## src/rtl/mod_count.sv

```systemverilog
// Up/down modulo counter with parallel load, wrap-or-saturate ends, and
// terminal-count / carry outputs for cascading into wider or mixed-radix chains.
module mod_count #(
    parameter int WIDTH     = 8,
    parameter int MAX_COUNT = 255,
    parameter bit SATURATE  = 1'b0
) (
    input  logic             clk_i,
    input  logic             rst_ni,
    input  logic             cen_i,
    input  logic             up_i,
    input  logic             load_i,
    input  logic [WIDTH-1:0] load_val_i,
    output logic [WIDTH-1:0] val_o,
    output logic             tc_o,
    output logic             cout_o,
    output logic             wrap_o
);

    localparam logic [WIDTH-1:0] MAX_VAL = WIDTH'(MAX_COUNT);

    logic [WIDTH-1:0] val_q, val_d;
    logic             wrap_q, wrap_d;
    logic             at_max, at_zero;

    assign at_max  = (val_q == MAX_VAL);
    assign at_zero = (val_q == '0);

    assign tc_o   = up_i ? at_max : at_zero;
    assign cout_o = cen_i & tc_o & ~load_i;
    assign val_o  = val_q;
    assign wrap_o = wrap_q;

    // End cases are decoded explicitly so non-power-of-two ranges never
    // depend on natural binary rollover.
    always_comb begin
        val_d = val_q;
        if (load_i) begin
            val_d = (load_val_i > MAX_VAL) ? MAX_VAL : load_val_i;
        end else if (cen_i) begin
            if (up_i) begin
                if (at_max) begin
                    val_d = SATURATE ? val_q : '0;
                end else begin
                    val_d = val_q + WIDTH'(1);
                end
            end else begin
                if (at_zero) begin
                    val_d = SATURATE ? val_q : MAX_VAL;
                end else begin
                    val_d = val_q - WIDTH'(1);
                end
            end
        end
    end

    assign wrap_d = !SATURATE && cen_i && !load_i && tc_o;

    always_ff @(posedge clk_i or negedge rst_ni) begin
        if (!rst_ni) begin
            val_q  <= '0;
            wrap_q <= 1'b0;
        end else begin
            val_q  <= val_d;
            wrap_q <= wrap_d;
        end
    end

endmodule
```

## config.mk

```make
export PLATFORM = sky130hd
export DESIGN_NAME = mod_count
export DESIGN_NICKNAME = d
export VERILOG_FILES = /design/src/rtl/mod_count.sv
export SDC_FILE = /design/constraint.sdc
export NUM_CORES = 1
export LEC_CHECK = 0
export BUFFER_PORTS_ARGS = -buffer_cell sky130_fd_sc_hd__buf_2
export CAP_MARGIN = 20
export CORE_MARGIN = 2
export CORE_UTILIZATION = 40
export DETAILED_ROUTE_END_ITERATION = 8
export PLACE_DENSITY_LB_ADDON = 0.05
export SYNTH_ARGS = -nofsm -noshare
export SYNTH_HDL_FRONTEND = slang
export SYNTH_SLANG_ARGS = --single-unit
```

## constraint.sdc

```tcl
create_clock -name clk_i -period 5.53 [get_ports clk_i]
set_clock_uncertainty 0.2 [all_clocks]
set_input_delay 0.553 -clock clk_i [delete_from_list [all_inputs] [get_ports clk_i]]
set_output_delay 0.553 -clock clk_i [all_outputs]
set_load 0.05 [all_outputs]
```

==> impl_metrics.json, run 1 <==
{
  "die_x_um": 49.8,
  "die_y_um": 49.8,
  "cellPowerDensity_mw_per_mm2": 251,
  "path_max_fanout": 11,
  "dieArea_mm2": 0.00248,
  "p_leak_uw": 0.000418,
  "ios": 24,
  "maxCapViolCount": 0,
  "irDropWorstVdd_mv": 0.152,
  "post-route-drc-count": 0,
  "cp.buffers_inverters": 2,
  "wl_met2_um": 933,
  "clk_path_buf_depth": 2,
  "route.final.wire_length_um": 2150,
  "grt_pass1_wl_um": 3710,
  "maxSlewViolCount": 0,
  "grt_pass1_vias": 777,
  "max-slew-margin-rel_pct": 60.3,
  "drive_gt1_share_pct": 26.6,
  "hold_path.class": "in2reg",
  "syn_nets": 123,
  "cp_top_family": "simple AND/OR/NAND/NOR gates",
  "hold_depth": 3,
  "clk_latency_ns": 0.27,
  "post-place-ws_ns": 2.72,
  "wl_met1_um": 1090,
  "final.setup.tns_ns": 0,
  "grt_max_degree": 18,
  "yosysSeqAreaShare_pct": 26.8,
  "gp_congestion": 0.899,
  "clockPowerShare_pct": 23.0,
  "min_to": "val_o[1]",
  "hp-start": "load_val_i[1]",
  "core_area_mm2": 0.00198,
  "finalHoldViolations": 0,
  "numCtsBuffers": 3,
  "io_buffers": 23,
  "via_per_inst": 5.47,
  "cp-end-kind": "output pin",
  "grt_usage_pct": 19.4,
  "vias": 826,
  "cts_hold_buf": 1,
  "wl_met3_um": 84,
  "slowest_delay_ns": 0.48,
  "antenna_found_initial": 0,
  "holdWs_ns": 0.308,
  "synthTopCellsByArea": "dfrtp_1 (27%), a21oi_1 (6.0%), nor2_1 (5.8%)",
  "drtAntennaViolNets": 0,
  "power_frac_seq_pct": 37.5,
  "r2r_end": "wrap_o",
  "period_minus_slack_ns": 3.12,
  "post_cts_buffers": 0,
  "ys.flop_type": "dfrtp_1",
  "fmax_mhz": 320,
  "final_common_cell": "buf_2",
  "multiInputGateArea_um2": 554,
  "crit_chain": "inv_1 -> ha_1 -> or3b_2 -> nor2_1 -> mux2_2 -> and2_1 -> buf_2",
  "rsz0062_at_grt": "false",
  "worstSetupPathType": "reg2out",
  "synth_cell_types": 38,
  "first_pass_iters": 4,
  "reg2reg_slack_ns": 3.43,
  "worst_path_max_delay_cell": "dfrtp_1",
  "async_reset_ff_share_pct": 100,
  "hpwl_um": 1570,
  "switching_share_pct": 44.4,
  "fin_util_pct": 49.2,
  "fin_nets": 141,
  "finalSetupViolCount": 0,
  "seqCellArea_um2": 225,
  "fin_ws_ns": 2.41,
  "final_cell_mix": "buf_2 (23), nor2_1 (13), a21oi_1 (10), dfrtp_1 (9), nand2_1 (5)",
  "ff2ff_path_depth": 6,
  "first_iter_violations": 22,
  "yosysTopAreaCell": "dfrtp_1",
  "antenna_cells": 0,
  "h-tree-depth": 1,
  "period_share_pct": 56.4,
  "wl_per_cell_um": 14.3,
  "syn_avg_cell_area_um2": 7.86,
  "cts_tree": "built",
  "final_cells": 151,
  "clockRootBuffer": "clkbuf_4",
  "ys_ff_latch": 9,
  "area.growth.synth_to_final_pct": 16.1,
  "synth_edf_count": 0,
  "r2r-start": "val_o[0]",
  "synthCells": 107,
  "clkSinkCount": 9,
  "outcome": "complete, no violations",
  "clk_pin_slew_worst_paths_ns": 0.07,
  "yosysWarnings": 0,
  "grt.overflow.total": 0,
  "crit_required_ns": 4.78,
  "p_switching_uw": 109,
  "cp-start-kind": "flop",
  "cp_data_arrival_time_ns": 2.37,
  "start_util_pct": 42.4,
  "synth_top_area_share_pct": 26.8,
  "syn_area_um2": 841,
  "top_layer_used": "met4",
  "cts_resized": 0,
  "comb_power_share_pct": 39.5,
  "dpl.cell_count": 146,
  "n_fill_cell": 212,
  "worst_pin_slew_ns": 0.590,
  "fp-row-count": 16,
  "cellInternalPower_uw": 136
}
-- worst max path at each step --
stage | from | to | cells after the start | slack, ns
after floorplan | val_o[0] | cout_o | 7 | 2.21
after global placement | val_o[0] | cout_o | 7 | 2.76
after detailed placement | val_o[0] | cout_o | 7 | 2.72
after CTS | val_o[0] | cout_o | 7 | 2.42
after global routing | val_o[0] | cout_o | 7 | 2.25
final | val_o[0] | cout_o | 7 | 2.41
-- per-stage QoR --
| stage | power [uW] | instance area [um^2] |
|---|---|---|
| after detailed placement | 189 | 940 |
| after global routing | 261 | 976 |
| after CTS | 246 | 976 |
| after floorplan | 168 | 841 |
| after global placement | 189 | 940 |
| final | 245 | 976 |
-- layout make-up --
class                   instances  area share [%]
clock buffers                   4            2.69
inverters                       3            1.15
multi-input cells              84            56.8
flip-flops and latches          9            23.1
well taps                      27            3.46
repair buffers                 24            12.8
-- flip-flops by register name, summed over array words and instances (netlist names) --
signal,count
val_o,8
wrap_o,1
-- power groups by stage --
stage,clock [uW],sequential [uW],combinational (uW)
floorplan,0,105,62.8
global placement,0,92.2,97.2
detailed placement,0,92.7,95.8
CTS,57.9,91.2,96.8
global route,60.7,93.9,107
finish,56.2,91.8,96.5
-- worst reg2reg max path, delay by kind of cell, from the launching register on --
family,cells,cell delay [ns]
buffers and inverters,1,0.16
DFF,1,0.48
adders and majority gates,1,0.20
muxes,1,0.22
and+or+nand+nor,3,0.78
-- routing by layer --
metal	global-route usage, %	vias to the layer above
li1	-	423
met4	7.41	0
met2	29.1	25
met1	28.4	374
met5	0	-
met3	2.12	4
-- cells in the mapped netlist (2+ instances only) --
cell type / instances
a41oi_1: 2
clkbuf_1: 9
nand3_1: 4
xnor2_1: 4
nor2_1: 13
and2_1: 2
o21ai_0: 4
a31oi_1: 4
xor2_1: 4
ha_1: 3
dfrtp_1: 9
nand2_1: 5
nor3_1: 4
a21oi_1: 10
nor2b_1: 2
or4_4: 2
inv_1: 3
nor3b_1: 3
-- kinds of logic after synthesis --
family / after synthesis / share of synthesized area (%)
AND/OR/NAND/NOR: 41 / 26.6
AO/OA/AOI/OAI: 30 / 24.0
buffers and inverters: 14 / 7.29
flip-flops: 9 / 26.8
XOR/XNOR: 8 / 8.33
adder cells (fa/ha/maj): 3 / 4.46
multiplexers: 2 / 2.53
Power figures use the tool's default switching activity.
==> run 2: changes to the inputs <==
==> constraint.sdc (replaced) <==
create_clock -name clk_i -period 3.18 [get_ports clk_i]
set_clock_uncertainty 0.2 [all_clocks]
set_input_delay 0.318 -clock clk_i [delete_from_list [all_inputs] [get_ports clk_i]]
set_output_delay 0.318 -clock clk_i [all_outputs]
set_load 0.05 [all_outputs]
==> run 2 against run 1 <==
Net effect: total power grew 75%; flip-flop and latch count is the same; sequential share of layout area shrank 0.18 points; critical path depth is the same; via count grew 4.8%; sequential power grew 74%; utilization grew 0.38 points; non-clock buffer count grew 1; first-iteration DRC count grew 18%; count of clock-buffer cells in the layout is the same; design area grew 0.77%.
==> impl_metrics.json, run 2 (synthesis results as in run 1) <==
{
  "fin_nets": 142,
  "area.growth.synth_to_final_pct": 17.0,
  "irDropWorstVdd_mv": 0.249,
  "wl_per_cell_um": 14.7,
  "grt_pass1_wl_um": 3640,
  "largest_reg_flops": 8,
  "ios": 24,
  "final.setup.tns_ns": 0,
  "power_frac_seq_pct": 37.4,
  "crit_required_ns": 2.66,
  "drtAntennaViolNets": 0,
  "first_pass_iters": 4,
  "worstSetupPathType": "reg2out",
  "p_leak_uw": 0.000423,
  "h-tree-depth": 1,
  "hold_path.class": "in2reg",
  "reg2reg_slack_ns": 1.05,
  "final_common_cell": "buf_2",
  "cp-end-kind": "output pin",
  "clk_path_buf_depth": 2,
  "seqCellArea_um2": 225,
  "maxSlewViolCount": 0,
  "start_util_pct": 42.4,
  "switching_share_pct": 44.5,
  "finalInstanceArea_um2": 983,
  "grt_usage_pct": 19.2,
  "clockRootBuffer": "clkbuf_4",
  "via_per_inst": 5.70,
  "p_switching_uw": 190,
  "ff2ff_path_depth": 6,
  "r2r_end": "val_o[3]",
  "cp_data_arrival_time_ns": 2.40,
  "gp_congestion": 0.892,
  "clk_latency_ns": 0.27,
  "r2r-start": "val_o[0]",
  "core_area_mm2": 0.00198,
  "maxCapViolCount": 0,
  "cellPowerDensity_mw_per_mm2": 435,
  "antenna_found_initial": 0,
  "final_cell_mix": "buf_2 (23), nor2_1 (13), a21oi_1 (10), dfrtp_1 (9), nand2_1 (5)",
  "clk_pin_slew_worst_paths_ns": 0.07,
  "dieArea_mm2": 0.00248,
  "comb_power_share_pct": 39.8,
  "holdWs_ns": 0.0764,
  "dpl.cell_count": 147,
  "cts_tree": "built",
  "numCtsBuffers": 3,
  "antenna_cells": 0,
  "io_buffers": 23,
  "period_minus_slack_ns": 2.92,
  "fp-row-count": 16,
  "grt_max_degree": 18,
  "post-route-drc-count": 0,
  "worst_pin_slew_ns": 0.546,
  "grt_pass1_vias": 740,
  "rsz0062_at_grt": "false",
  "period_share_pct": 91.7,
  "crit_path_end": "cout_o",
  "max-slew-margin-rel_pct": 63.2,
  "finalSetupViolCount": 0,
  "post_cts_buffers": 0,
  "final_cells": 152,
  "placed_area_um2": 947,
  "die_y_um": 49.8,
  "outcome": "complete, no violations",
  "path_max_fanout": 11,
  "fmax_mhz": 343,
  "n_fill_cell": 215,
  "grt.overflow.total": 0,
  "hpwl_um": 1620,
  "vias": 866,
  "route.final.wire_length_um": 2240,
  "clockPowerShare_pct": 22.8,
  "multiInputGateArea_um2": 554,
  "drive_gt1_share_pct": 27.2,
  "cellInternalPower_uw": 237,
  "die_x_um": 49.8,
  "crit_start": "val_o[0]",
  "clkSinkCount": 9,
  "finalHoldViolations": 0,
  "cp-start-kind": "flop",
  "first_iter_violations": 26
}
[run 2: per-stage QoR]
stage                     setup WS (ns)  utilization, %  total power, uW
final                             0.265            49.6              427
after detailed placement          0.585            47.8              330
after CTS                         0.279            49.6              428
after global placement            0.647            47.8              331
after global routing             0.0854            49.6              455
after floorplan                  0.0961               -              292
[run 2: cell type report]
class / count / share of cell area (%)
flip-flops and latches: 9 / 22.9
well taps: 27 / 3.44
multi-input cells: 84 / 56.4
repair buffers: 25 / 13.5
clock buffers: 4 / 2.67
inverters: 3 / 1.15
[run 2: worst min path at each step]
stage | to | slack, ns | startpoint | cells past startpoint
after CTS | val_o[1] | 0.07 | load_val_i[1] | 3
after global placement | wrap_o | -0.008 | rst_ni | 1
after floorplan | val_o[0] | -0.18 | rst_ni | 0
after global routing | val_o[1] | 0.07 | load_val_i[1] | 3
after detailed placement | wrap_o | -0.009 | rst_ni | 1
final | val_o[1] | 0.08 | load_val_i[1] | 3
[run 2: critical path, cell delays in order (launching register included)]
cell and delay, ns:
dfrtp_1 0.49, inv_1 0.16, ha_1 0.20, or3b_2 0.46, nor2_1 0.23, mux2_2 0.22
and2_1 0.11, buf_2 0.25
[run 2: power by group through the flow]
stage               registers, uW  logic (uW)  clock network (uW)
floorplan                     183         109                   0
global placement              160         170                   0
detailed placement            161         169                   0
CTS                           159         170                98.6
global route                  163         188                 105
finish                        160         170                97.2
[run 2: per-layer routing]
metal / global-route usage [%] / wire length, um / up-vias
met1: 26.5 / 996 / 401
li1: - / - / 424
met5: 0 / 0 / -
met2: 30.9 / 1040 / 37
met3: 1.82 / 171 / 4
met4: 6.94 / 26 / 0
[run 2: what timing repair did]
item	4_1_cts	5_1_grt
hold buffers	1	0
hold endpoints to repair	9	0
setup endpoints to repair	0	0
gates resized for setup	0	0
==> run 3: changes to the inputs <==
--- a/config.mk
+++ b/config.mk
@@ -10,6 +10,7 @@
 export CORE_MARGIN = 2
 export CORE_UTILIZATION = 40
 export DETAILED_ROUTE_END_ITERATION = 8
+export HOLD_SLACK_MARGIN = 0.12
 export PLACE_DENSITY_LB_ADDON = 0.05
 export SYNTH_ARGS = -nofsm -noshare
 export SYNTH_HDL_FRONTEND = slang
==> run 3 against run 2 <==
Net effect: worst hold slack better by 0.064 ns; first-iteration DRC count is 3.8% higher; clock power is 1% lower; die area stayed put; largest power group unchanged.
==> impl_metrics.json, run 3 (synthesis results as in run 1) <==
{
  "wl_per_cell_um": 14.5,
  "p_leak_uw": 0.000436,
  "grt.overflow.total": 0,
  "dpl.cell_count": 147,
  "finalHoldViolations": 0,
  "p_switching_uw": 189,
  "clkSinkCount": 9,
  "maxCapViolCount": 0,
  "switching_share_pct": 44.1,
  "dieArea_mm2": 0.00248,
  "maxSlewViolCount": 0,
  "cts_resized": 0,
  "grt_pass1_vias": 759,
  "grt_pass1_wl_um": 3670,
  "finalSetupViolCount": 0,
  "final.setup.tns_ns": 0,
  "die_x_um": 49.8,
  "rsz0062_at_grt": "false",
  "fmax_mhz": 344,
  "clockPowerShare_pct": 22.4,
  "cp-start-kind": "flop",
  "h-tree-depth": 1,
  "clockRootBuffer": "clkbuf_4",
  "period_minus_slack_ns": 2.91,
  "fp-row-count": 16,
  "max-slew-margin-rel_pct": 63.1,
  "numCtsBuffers": 3,
  "power_frac_seq_pct": 37.2,
  "period_share_pct": 91.5,
  "hpwl_um": 1620,
  "die_y_um": 49.8,
  "largest_reg_flops": 8,
  "grt_max_degree": 18,
  "clk_latency_ns": 0.27,
  "final_cell_mix": "buf_2 (23), nor2_1 (13), a21oi_1 (10), dfrtp_1 (9), nand2_1 (5)",
  "crit_required_ns": 2.66,
  "hold_path.class": "in2reg",
  "cts_tree": "built",
  "hp-start": "load_val_i[2]",
  "r2r-start": "val_o[0]",
  "cellPowerDensity_mw_per_mm2": 423,
  "grt_usage_pct": 19.4,
  "worstSetupPathType": "reg2out",
  "post-route-drc-count": 0,
  "core_area_mm2": 0.00198,
  "worst_pin_slew_ns": 0.548,
  "via_per_inst": 5.74,
  "cp-end-kind": "output pin",
  "io_buffers": 23,
  "fin_util_pct": 51.1,
  "crit_start": "val_o[0]",
  "irDropWorstVdd_mv": 0.251,
  "start_util_pct": 42.4,
  "drive_gt1_share_pct": 26.6,
  "drtAntennaViolNets": 0,
  "fin_nets": 145,
  "first_pass_iters": 4,
  "antenna_cells": 0,
  "first_iter_violations": 27,
  "final_common_cell": "buf_2",
  "area.growth.synth_to_final_pct": 20.5,
  "antenna_found_initial": 0,
  "comb_power_share_pct": 40.4,
  "route.final.wire_length_um": 2250,
  "final_cells": 155,
  "outcome": "complete, no violations",
  "vias": 890,
  "cp_data_arrival_time_ns": 2.39,
  "ios": 24,
  "clk_pin_slew_worst_paths_ns": 0.07,
  "clk_path_buf_depth": 2,
  "path_max_fanout": 11,
  "gp_congestion": 0.892,
  "cellInternalPower_uw": 240
}
-- run 3: layout make-up --
cell class	instances	area (um^2)
fill	211	968
multi-input combinational	84	554
sequential	9	225
timing repair buffer	28	163
tap	27	33.8
clock buffer	4	26.3
inverter	3	11.3
-- run 3: path summary, 6_finish.rpt --
kind / endpoint / cells after the start / slack, ns
setup / recovery: cout_o / 7 / 0.27
max in group asynchronous: val_o[2] / 2 / 2.36
hold reg to reg: val_o[7] / 2 / 0.49
hold / removal: val_o[2] / 3 / 0.14
min in group asynchronous: wrap_o / 2 / 0.23
setup reg to reg: val_o[3] / 6 / 1.05
-- run 3: metrics by stage --
| stage | cell area, um^2 | hold slack [ns] | total power (uW) | setup WS (ns) |
|---|---|---|---|---|
| 2_1_floorplan | 841 | -0.178 | 292 | 0.0961 |
| 3_3_place_gp | 947 | -0.00793 | 331 | 0.647 |
| 3_5_place_dp | 947 | -0.00883 | 330 | 0.585 |
| 4_1_cts | 1010 | 0.141 | 431 | 0.279 |
| 5_1_grt | 1010 | 0.159 | 458 | 0.0854 |
| 6_report | 1010 | 0.141 | 429 | 0.269 |
-- run 3: metal layers --
metal  vias to the layer above  track usage, %  routed length [um]  share of wire (%)
met2                        36            31.3                1050                 47
li1                        431               -                   -                  -
met4                         0            6.94                  26                1.2
met1                       419            26.7                 991                 44
met5                         -               0                   0                  0
met3                         4            1.82                 180                8.0
-- run 3: power by group through the flow --
stage	Sequential [uW]	Combinational, uW	Clock [uW]
CTS	159	173	98.6
floorplan	183	109	0
global placement	160	170	0
global route	163	191	105
detailed placement	161	169	0
finish	159	173	96.2
-- run 3: what timing repair did --
item,CTS,global route
buffers inserted,0,0
hold buffers,4,0
hold endpoints to repair,12,0
setup endpoints to repair,0,0
-- run 3: critical path, cell delays in order (launching register included) --
cell	delay, ns
dfrtp_1	0.49
inv_1	0.16
ha_1	0.20
or3b_2	0.46
nor2_1	0.23
mux2_2	0.22
and2_1	0.11
buf_2	0.25
